### config.mk
export PLATFORM = sky130hd
export DESIGN_NAME = twofish_arbiter
export DESIGN_NICKNAME = d
export VERILOG_FILES = /design/src/rtl/twofish_arbiter_pkg.sv /design/src/rtl/twofish_arbiter_rr_grant.sv /design/src/rtl/twofish_arbiter.sv
export SDC_FILE = /design/constraint.sdc
export NUM_CORES = 1
export LEC_CHECK = 0
export CAP_MARGIN = 20
export CORE_AREA = 2 2 406 408
export CTS_BUF_LIST = sky130_fd_sc_hd__clkbuf_2
export CTS_CLUSTER_DIAMETER = 50
export DETAILED_ROUTE_END_ITERATION = 8
export DIE_AREA = 0 0 408 410
export PLACE_DENSITY = 0.39
export SETUP_SLACK_MARGIN = 0.1
export SLEW_MARGIN = 20
export SYNTH_ARGS = -nofsm -noshare
export SYNTH_HDL_FRONTEND = slang
export SYNTH_HIERARCHICAL = 1
export SYNTH_SLANG_ARGS = --single-unit
export TNS_END_PERCENT = 100
### constraint.sdc
create_clock -name clk -period 2.3 [get_ports clk]
set_input_delay 0.46 -clock clk [delete_from_list [all_inputs] [get_ports clk]]
set_output_delay 0.46 -clock clk [all_outputs]
set_load 0.05 [all_outputs]
### src/rtl/twofish_arbiter_pkg.sv
// -----------------------------------------------------------------------------
// twofish_arb_pkg
// Shared widths, the arbiter state encoding and a small width helper used by
// twofish_arbiter and its round-robin grant sub-module.
// -----------------------------------------------------------------------------
package twofish_arb_pkg;

    localparam int BLOCK_W = 128;
    localparam int KEY_W   = 128;

    typedef enum logic [1:0] {
        ST_IDLE = 2'd0,
        ST_LOAD = 2'd1,
        ST_RUN  = 2'd2,
        ST_RESP = 2'd3
    } arb_state_e;

    // Width of a requester index; a single requester still needs one bit.
    function automatic int id_width(input int n);
        if (n > 1) begin
            return $clog2(n);
        end else begin
            return 1;
        end
    endfunction

endpackage

### src/rtl/twofish_arbiter_rr_grant.sv
// -----------------------------------------------------------------------------
// rr_grant
// Combinational round-robin selector: picks the first valid requester at or
// after the priority pointer, wrapping around.
// Ports:
//   i_valid [N_REQ]  request valid vector
//   i_ptr   [ID_W]   index with highest priority this cycle
//   o_gnt   [N_REQ]  one-hot grant (all zero when nothing is valid)
//   o_idx   [ID_W]   index of the granted requester
//   o_any            any requester valid
// -----------------------------------------------------------------------------
module rr_grant
    import twofish_arb_pkg::*;
#(
    parameter  int N_REQ = 2,
    localparam int ID_W  = id_width(N_REQ)
) (
    input  logic [N_REQ-1:0] i_valid,
    input  logic [ID_W-1:0]  i_ptr,
    output logic [N_REQ-1:0] o_gnt,
    output logic [ID_W-1:0]  o_idx,
    output logic             o_any
);

    int   w_pos;
    logic w_found;

    // Scan from the pointer upward, wrapping, and keep only the first hit.
    always_comb begin
        o_gnt   = '0;
        o_idx   = '0;
        w_pos   = 0;
        w_found = 1'b0;
        for (int i = 0; i < N_REQ; i++) begin
            if ((int'(i_ptr) + i) < N_REQ) begin
                w_pos = int'(i_ptr) + i;
            end else begin
                w_pos = int'(i_ptr) + i - N_REQ;
            end
            if (!w_found && i_valid[ID_W'(w_pos)]) begin
                w_found              = 1'b1;
                o_gnt[ID_W'(w_pos)]  = 1'b1;
                o_idx                = ID_W'(w_pos);
            end else begin
                w_found = w_found;
            end
        end
        o_any = w_found;
    end

endmodule

### src/rtl/twofish_arbiter.sv
// -----------------------------------------------------------------------------
// twofish_arbiter
// Shares one twofish core between N_REQ requesters. One operation is in flight
// at a time: IDLE grants round-robin and latches operands, LOAD holds the core
// in reset one cycle with stable operands, RUN releases the core and waits for
// completion or a timeout, RESP holds the result until the consumer accepts.
// Ports:
//   clk, rst (synchronous, active low)
//   req_valid_i/req_ready_o/req_block_i/req_key_i/req_encdec_i : requesters
//   rsp_valid_o/rsp_ready_i/rsp_block_o/rsp_id_o/rsp_timeout_o : result
//   core_rst_o/core_key_o/core_block_o/core_encdec_o           : to core
//   core_block_i/core_end_i                                     : from core
// -----------------------------------------------------------------------------
module twofish_arbiter
    import twofish_arb_pkg::*;
#(
    parameter  int N_REQ          = 2,
    parameter  int TIMEOUT_CYCLES = 4096,
    localparam int ID_W           = id_width(N_REQ)
) (
    input  logic                            clk,
    input  logic                            rst,
    input  logic [N_REQ-1:0]                req_valid_i,
    output logic [N_REQ-1:0]                req_ready_o,
    input  logic [N_REQ-1:0][BLOCK_W-1:0]   req_block_i,
    input  logic [N_REQ-1:0][KEY_W-1:0]     req_key_i,
    input  logic [N_REQ-1:0]                req_encdec_i,
    output logic                            rsp_valid_o,
    input  logic                            rsp_ready_i,
    output logic [BLOCK_W-1:0]              rsp_block_o,
    output logic [ID_W-1:0]                 rsp_id_o,
    output logic                            rsp_timeout_o,
    output logic                            core_rst_o,
    output logic [KEY_W-1:0]                core_key_o,
    output logic [BLOCK_W-1:0]              core_block_o,
    output logic                            core_encdec_o,
    input  logic [BLOCK_W-1:0]              core_block_i,
    input  logic                            core_end_i
);

    localparam logic [15:0] TMO_LAST = 16'(TIMEOUT_CYCLES - 1);

    arb_state_e         r_state;
    arb_state_e         w_next;
    logic [ID_W-1:0]    r_ptr;
    logic [ID_W-1:0]    w_ptr_next;
    logic [15:0]        r_cnt;
    logic [KEY_W-1:0]   r_core_key;
    logic [BLOCK_W-1:0] r_core_block;
    logic               r_core_encdec;
    logic [BLOCK_W-1:0] r_rsp_block;
    logic [ID_W-1:0]    r_rsp_id;
    logic               r_rsp_timeout;
    logic [N_REQ-1:0]   w_gnt;
    logic [ID_W-1:0]    w_idx;
    logic               w_any;

    rr_grant #(
        .N_REQ (N_REQ)
    ) u_rr_grant (
        .i_valid (req_valid_i),
        .i_ptr   (r_ptr),
        .o_gnt   (w_gnt),
        .o_idx   (w_idx),
        .o_any   (w_any)
    );

    // Pointer moves to the requester after the one just granted.
    always_comb begin
        if (w_idx == ID_W'(N_REQ - 1)) begin
            w_ptr_next = '0;
        end else begin
            w_ptr_next = w_idx + ID_W'(1);
        end
    end

    // State register.
    always_ff @(posedge clk) begin
        if (!rst) begin
            r_state <= ST_IDLE;
        end else begin
            r_state <= w_next;
        end
    end

    // Next-state logic; completion is tested before timeout so it wins a tie.
    always_comb begin
        w_next = r_state;
        case (r_state)
            ST_IDLE: begin
                if (w_any) begin
                    w_next = ST_LOAD;
                end else begin
                    w_next = ST_IDLE;
                end
            end
            ST_LOAD: w_next = ST_RUN;
            ST_RUN: begin
                if (core_end_i || (r_cnt == TMO_LAST)) begin
                    w_next = ST_RESP;
                end else begin
                    w_next = ST_RUN;
                end
            end
            ST_RESP: begin
                if (rsp_ready_i) begin
                    w_next = ST_IDLE;
                end else begin
                    w_next = ST_RESP;
                end
            end
            default: w_next = ST_IDLE;
        endcase
    end

    // Operand latch at grant, RUN cycle counter and result capture.
    always_ff @(posedge clk) begin
        if (!rst) begin
            r_ptr         <= '0;
            r_cnt         <= 16'd0;
            r_core_key    <= '0;
            r_core_block  <= '0;
            r_core_encdec <= 1'b0;
            r_rsp_block   <= '0;
            r_rsp_id      <= '0;
            r_rsp_timeout <= 1'b0;
        end else begin
            case (r_state)
                ST_IDLE: begin
                    if (w_any) begin
                        r_core_key    <= req_key_i[w_idx];
                        r_core_block  <= req_block_i[w_idx];
                        r_core_encdec <= req_encdec_i[w_idx];
                        r_rsp_id      <= w_idx;
                        r_ptr         <= w_ptr_next;
                    end
                end
                ST_LOAD: r_cnt <= 16'd0;
                ST_RUN: begin
                    r_cnt <= r_cnt + 16'd1;
                    if (core_end_i) begin
                        r_rsp_block   <= core_block_i;
                        r_rsp_timeout <= 1'b0;
                    end else if (r_cnt == TMO_LAST) begin
                        r_rsp_block   <= '0;
                        r_rsp_timeout <= 1'b1;
                    end
                end
                default: r_cnt <= r_cnt;
            endcase
        end
    end

    // Handshake and core hold decode; everything is forced safe while rst is low
    // so nothing leaks out between the reset request and the clock edge.
    always_comb begin
        req_ready_o = '0;
        rsp_valid_o = 1'b0;
        core_rst_o  = 1'b1;
        if (!rst) begin
            req_ready_o = '0;
            rsp_valid_o = 1'b0;
            core_rst_o  = 1'b1;
        end else begin
            case (r_state)
                ST_IDLE: req_ready_o = w_gnt;
                ST_RUN:  core_rst_o  = 1'b0;
                ST_RESP: rsp_valid_o = 1'b1;
                default: core_rst_o  = 1'b1;
            endcase
        end
    end

    assign rsp_block_o   = r_rsp_block;
    assign rsp_id_o      = r_rsp_id;
    assign rsp_timeout_o = r_rsp_timeout;
    assign core_key_o    = r_core_key;
    assign core_block_o  = r_core_block;
    assign core_encdec_o = r_core_encdec;

endmodule

==> results of run 1 <==
-- cell families after synthesis --
kind of cell	after synthesis	synth area share (%)
fa+ha+maj	5	0.373
flops	406	48.5
other cells	1	0.0224
buf+inv	155	4.68
mux	257	15.3
compound gates	403	22.7
simple gates	317	7.82
xor+xnor	11	0.575
-- through the flow --
step	hold WS [ns]	setup WS [ns]
2_1_floorplan	0.451	0.307
3_3_place_gp	0.447	-0.461
3_5_place_dp	0.451	-0.442
==> metrics.log, run 1 <==
INFO  metric error_message = [ERROR RSZ-0060] Max buffer count reached.
INFO  metric clock_tree.buffer_depth = 3
INFO  metric die_width = 408 um
INFO  metric post_synth.cell_area_avg = 10.8 um^2
INFO  metric asyncSetResetFlopFracSynth = 0%
INFO  metric placement.io_buffers = 1036
INFO  metric place.detailed.instances = 4760
INFO  metric synth_area_leader_cell = dfxtp_1
INFO  metric synth_seq_area_share = 48.5%
INFO  metric stop_stage = 4_1_cts
INFO  metric synth_most_common_cell = dfxtp_1
INFO  metric gp_congestion = 0.767
INFO  metric status = did not finish
INFO  metric distinct_cell_type_count_after_synthesis = 38
INFO  metric hpwl = 79300 um
INFO  metric synth.top_cells.by_count = dfxtp_1, nand2_1, mux2i_1, o211a_1, a22o_1
INFO  metric ys.flop_type = dfxtp_1
INFO  metric number_of_instances_in_the_synthesized_netlist = 1555
INFO  metric dieHeight = 410 um
INFO  metric clock_sinks = 406
INFO  metric placementRows = 149
INFO  metric floorplan.initialDensity = 10.3%
INFO  metric yosys_warnings = 6
INFO  metric htree_num_levels = 4
INFO  metric yosysTopAreaCellShare = 48.5%
INFO  metric hold_buffers = 1002
INFO  metric post_synth_main_area_contributors = dfxtp_1, mux2i_1, o211a_1, a22o_1, nand2_1
INFO  metric synth_enable_flop_cells = 0
INFO  metric num_io_pins = 1039
INFO  metric cts.repair.resized = 2903
INFO  metric postSynthNetCount = 2208
INFO  metric detailed_place.area = 0.0302 mm^2
INFO  metric total_clock_buffers_created_by_cts = 137
INFO  metric cts_root_buf = clkbuf_2
INFO  metric setup_bufs_post_cts = 12
INFO  metric post_synth_instance_area = 0.0168 mm^2
INFO  metric yosys_register_bits = 406
==> run 2: changes to the inputs <==
--- a/config.mk
+++ b/config.mk
@@ -6,13 +6,10 @@
 export NUM_CORES = 1
 export LEC_CHECK = 0
 export CAP_MARGIN = 20
-export CORE_AREA = 2 2 406 408
-export CTS_BUF_LIST = sky130_fd_sc_hd__clkbuf_2
-export CTS_CLUSTER_DIAMETER = 50
+export CORE_AREA = 2 2 399 401
 export DETAILED_ROUTE_END_ITERATION = 8
-export DIE_AREA = 0 0 408 410
-export PLACE_DENSITY = 0.39
-export SETUP_SLACK_MARGIN = 0.1
+export DIE_AREA = 0 0 401 403
+export PLACE_DENSITY_LB_ADDON = 0.15
 export SLEW_MARGIN = 20
 export SYNTH_ARGS = -nofsm -noshare
 export SYNTH_HDL_FRONTEND = slang
==> metrics.log, run 2 <==
INFO  metric yosysTopAreaCellShare = 48.5%
INFO  metric die_width = 401 um
INFO  metric synthXorXnorAreaFrac = 0.575%
INFO  metric clock_sinks = 406
INFO  metric synth_compound_gate_area_share = 22.7%
INFO  metric layout.cells.most_common = clkdlybuf4s50_1
INFO  metric crit_arrival = 1.77 ns
INFO  metric top_signal_layer_used = met5
INFO  metric cp-start-kind = flop
INFO  metric timing.hold.worst.class = in -> reg
INFO  metric globalRoute.totalOverflow = 0
INFO  metric initial_antenna_violation_count = 52
INFO  metric worst_skew_pair_latency = 0.68 ns
INFO  metric setup_viol = 0
INFO  metric num_io_pins = 1039
INFO  metric die_area = 0.162 mm^2
INFO  metric dpl_worst_slack = -0.498 ns
INFO  metric gp_congestion = 0.753
INFO  metric synth_enable_flop_cells = 0
INFO  metric clock_transition_at_the_register_clock_pins_on_the_worst_setup_and_hold_paths_after_cts = 0.06 ns
INFO  metric asyncSetResetFlopFracSynth = 0%
INFO  metric floorplan.initialDensity = 10.6%
INFO  metric timing.max_cap.violations = 0
INFO  metric wire_length_on_met1 = 37100 um
INFO  metric grt_use_total = 11.9%
INFO  metric post_synth.cell_area_avg = 10.8 um^2
INFO  metric power_density = 812 mW/mm^2
INFO  metric synth.top_cells.by_count = dfxtp_1, nand2_1, mux2i_1, o211a_1, a22o_1
INFO  metric report.power.total = 25.7 mW
INFO  metric area.growth.synth_to_final = 89.1%
INFO  metric post_synth_instance_area = 0.0168 mm^2
INFO  metric synth-simple-area-share = 7.82%
INFO  metric cp_slowest_stage_delay = 0.82 ns
INFO  metric required = 1.84 ns
INFO  metric synth_most_common_cell = dfxtp_1
INFO  metric layout_worst_path_cycle_share = 96.9%
INFO  metric synth_area_leader_cell = dfxtp_1
INFO  metric grt_pass1_wl = 136000 um
INFO  metric cts_root_buf = clkbuf_16
INFO  metric hold_violations = 0
INFO  metric hpwl = 82000 um
INFO  metric tritoncts = built
INFO  metric number_of_instances_in_the_synthesized_netlist = 1555
INFO  metric critical_path.n_buffers_inverters = 1
INFO  metric layout_common_cells = clkdlybuf4s50_1, dfxtp_1, dlygate4sd2_1
INFO  metric htree_num_levels = 2
INFO  metric dieHeight = 403 um
INFO  metric final_cells = 4738
INFO  metric irDropWorstVdd = 603 uV
INFO  metric vias_in_the_first_global_route = 16700
INFO  metric detail_route.vias_per_cell = 3.43
INFO  metric final_core_density = 20.1%
INFO  metric cp_cell_sequence = clkdlybuf4s50_1
INFO  metric initialDrtViolationCount = 598
INFO  metric ys.flop_type = dfxtp_1
INFO  metric yosys_register_bits = 406
INFO  metric core = 0.157 mm^2
INFO  metric post_synth_main_area_contributors = dfxtp_1, mux2i_1, o211a_1, a22o_1, nand2_1
INFO  metric place.detailed.instances = 4621
INFO  metric distinct_cell_type_count_after_synthesis = 38
INFO  metric setup_ws_post_layout = 0.0712 ns
INFO  metric yosys.area_share.adder = 0.373%
INFO  metric rsz0062_at_grt = true
INFO  metric placementRows = 146
INFO  metric status = finished, final reports clean
INFO  metric final.setup.tns = 0 ns
INFO  metric routed-wl-met3 = 9030 um
INFO  metric critical-path-slowest-cell = clkdlybuf4s50_1
INFO  metric final.fill_count = 17400
INFO  metric ant_nets = 0
INFO  metric synth_seq_area_share = 48.5%
INFO  metric route.final.wire_length = 102000 um
INFO  metric routedWlPerCell = 21.5 um
INFO  metric placement.io_buffers = 1036
INFO  metric end_kind = primary output
INFO  metric routed-via-count = 16200
INFO  metric timing.fmax = 449 MHz
INFO  metric crit_path_max_fanout = 2
INFO  metric main_combinational_cell_family_by_area_after_synthesis = compound AO/OA/AOI/OAI gates
INFO  metric clock_tree.buffer_depth = 3
INFO  metric post_route_cells_drive_above_1_share = 10.2%
INFO  metric p_leak = 15.0 nW
INFO  metric drt_pre_antenna_iters = 4
INFO  metric worst_slew_margin_rel = 56.5%
INFO  metric finalWorstPathRequiredPeriod = 2.23 ns
INFO  metric crit_family = buffers and inverters
INFO  metric synth.area.mux_share = 15.3%
INFO  metric largest_net_degree_at_the_start_of_global_routing = 69
INFO  metric slew_of_the_pin_with_the_lowest_slew_margin = 0.656 ns
INFO  metric final.setup_skew = 0.0632 ns
INFO  metric total_clock_buffers_created_by_cts = 57
INFO  metric postSynthNetCount = 2208
INFO  metric final-max-slew-violation-count = 0
INFO  metric design.final.nets = 3262
INFO  metric yosys_warnings = 6
INFO  metric routed-wl-met2 = 53400 um
INFO  metric drc = 0
INFO  metric criticalPathCategory = reg -> out
[run 2: cell counts after synthesis]
No cell type changed its count.
[run 2: final cells by class]
class | count | area [um^2] | area share, %
multi-input cells | 994 | 7870 | 24.8
clock inverters | 17 | 238 | 0.750
well taps | 2072 | 2590 | 8.18
clock buffers | 87 | 1700 | 5.36
inverters | 5 | 18.8 | 0.0592
flip-flops and latches | 406 | 8130 | 25.6
repair buffers | 1145 | 11100 | 35.1
diodes | 12 | 30.0 | 0.0947
[run 2: final timing paths]
path	startpoint	to	slack (ns)	depth (start not counted)
setup / recovery	core_key_o[75]	core_key_o[75]	0.07	1
hold / removal	rst	core_key_o[101]	0.15	2
setup reg to reg	r_ptr	core_key_o[58]	0.25	7
hold reg to reg	rsp_timeout_o	rsp_timeout_o	0.45	2
[run 2: cell families (layout without fill, tap and decap cells)]
| kind of cell | Yosys count | after routing |
|---|---|---|
| AOI/OAI and AO/OA | 403 | 403 |
| xor gates and xnor gates | 11 | 11 |
| adders and majority gates | 5 | 5 |
| buffers and inverters | 155 | 1254 |
| DFF | 406 | 406 |
| muxes | 257 | 257 |
| other | 1 | 13 |
| and+or+nand+nor | 317 | 317 |
[run 2: repair_timing]
action	CTS	global route
gates resized for setup	335	2
hold buffers	0	0
endpoints found under the setup margin	330	2
buffers inserted	1	0
pin swaps	0	1
[run 2: report_power, final]
part | switching [mW] | internal (mW)
Combinational | 5.18 | 3.07
Sequential | 0.408 | 7.86
Clock | 3.81 | 5.42
Total | 9.39 | 16.3
[run 2: metal layers]
layer / track usage [%] / vias to the layer above
met1: 12.3 / 7649
met5: 0 / -
met2: 22.4 / 565
met4: 2.34 / 40
met3: 4.94 / 163
li1: - / 7832
[run 2: metrics by stage]
stage | cell area [um^2] | hold WS, ns
6_report | 31700 | 0.147
5_1_grt | 31700 | 0.105
3_3_place_gp | 30100 | 0.449
3_5_place_dp | 30100 | 0.446
4_1_cts | 31700 | 0.0795
2_1_floorplan | 16800 | 0.451
Power figures use the tool's default switching activity.
==> run 3: changes to the inputs <==
--- a/config.mk
+++ b/config.mk
@@ -5,7 +5,7 @@
 export SDC_FILE = /design/constraint.sdc
 export NUM_CORES = 1
 export LEC_CHECK = 0
-export CAP_MARGIN = 20
+export CAP_MARGIN = 25
 export CORE_AREA = 2 2 399 401
 export DETAILED_ROUTE_END_ITERATION = 8
 export DIE_AREA = 0 0 401 403
@@ -15,4 +15,4 @@
 export SYNTH_HDL_FRONTEND = slang
 export SYNTH_HIERARCHICAL = 1
 export SYNTH_SLANG_ARGS = --single-unit
-export TNS_END_PERCENT = 100
+export TNS_END_PERCENT = 50
==> results of run 3 <==
Final layout, timing and power as in run 2 (identical DEF).
==> run 4: changes to the inputs <==
--- a/config.mk
+++ b/config.mk
@@ -5,7 +5,6 @@
 export SDC_FILE = /design/constraint.sdc
 export NUM_CORES = 1
 export LEC_CHECK = 0
-export CAP_MARGIN = 25
 export CORE_AREA = 2 2 399 401
 export DETAILED_ROUTE_END_ITERATION = 8
 export DIE_AREA = 0 0 401 403
==> results of run 4 <==
Final layout, timing and power as in run 2 (identical DEF).
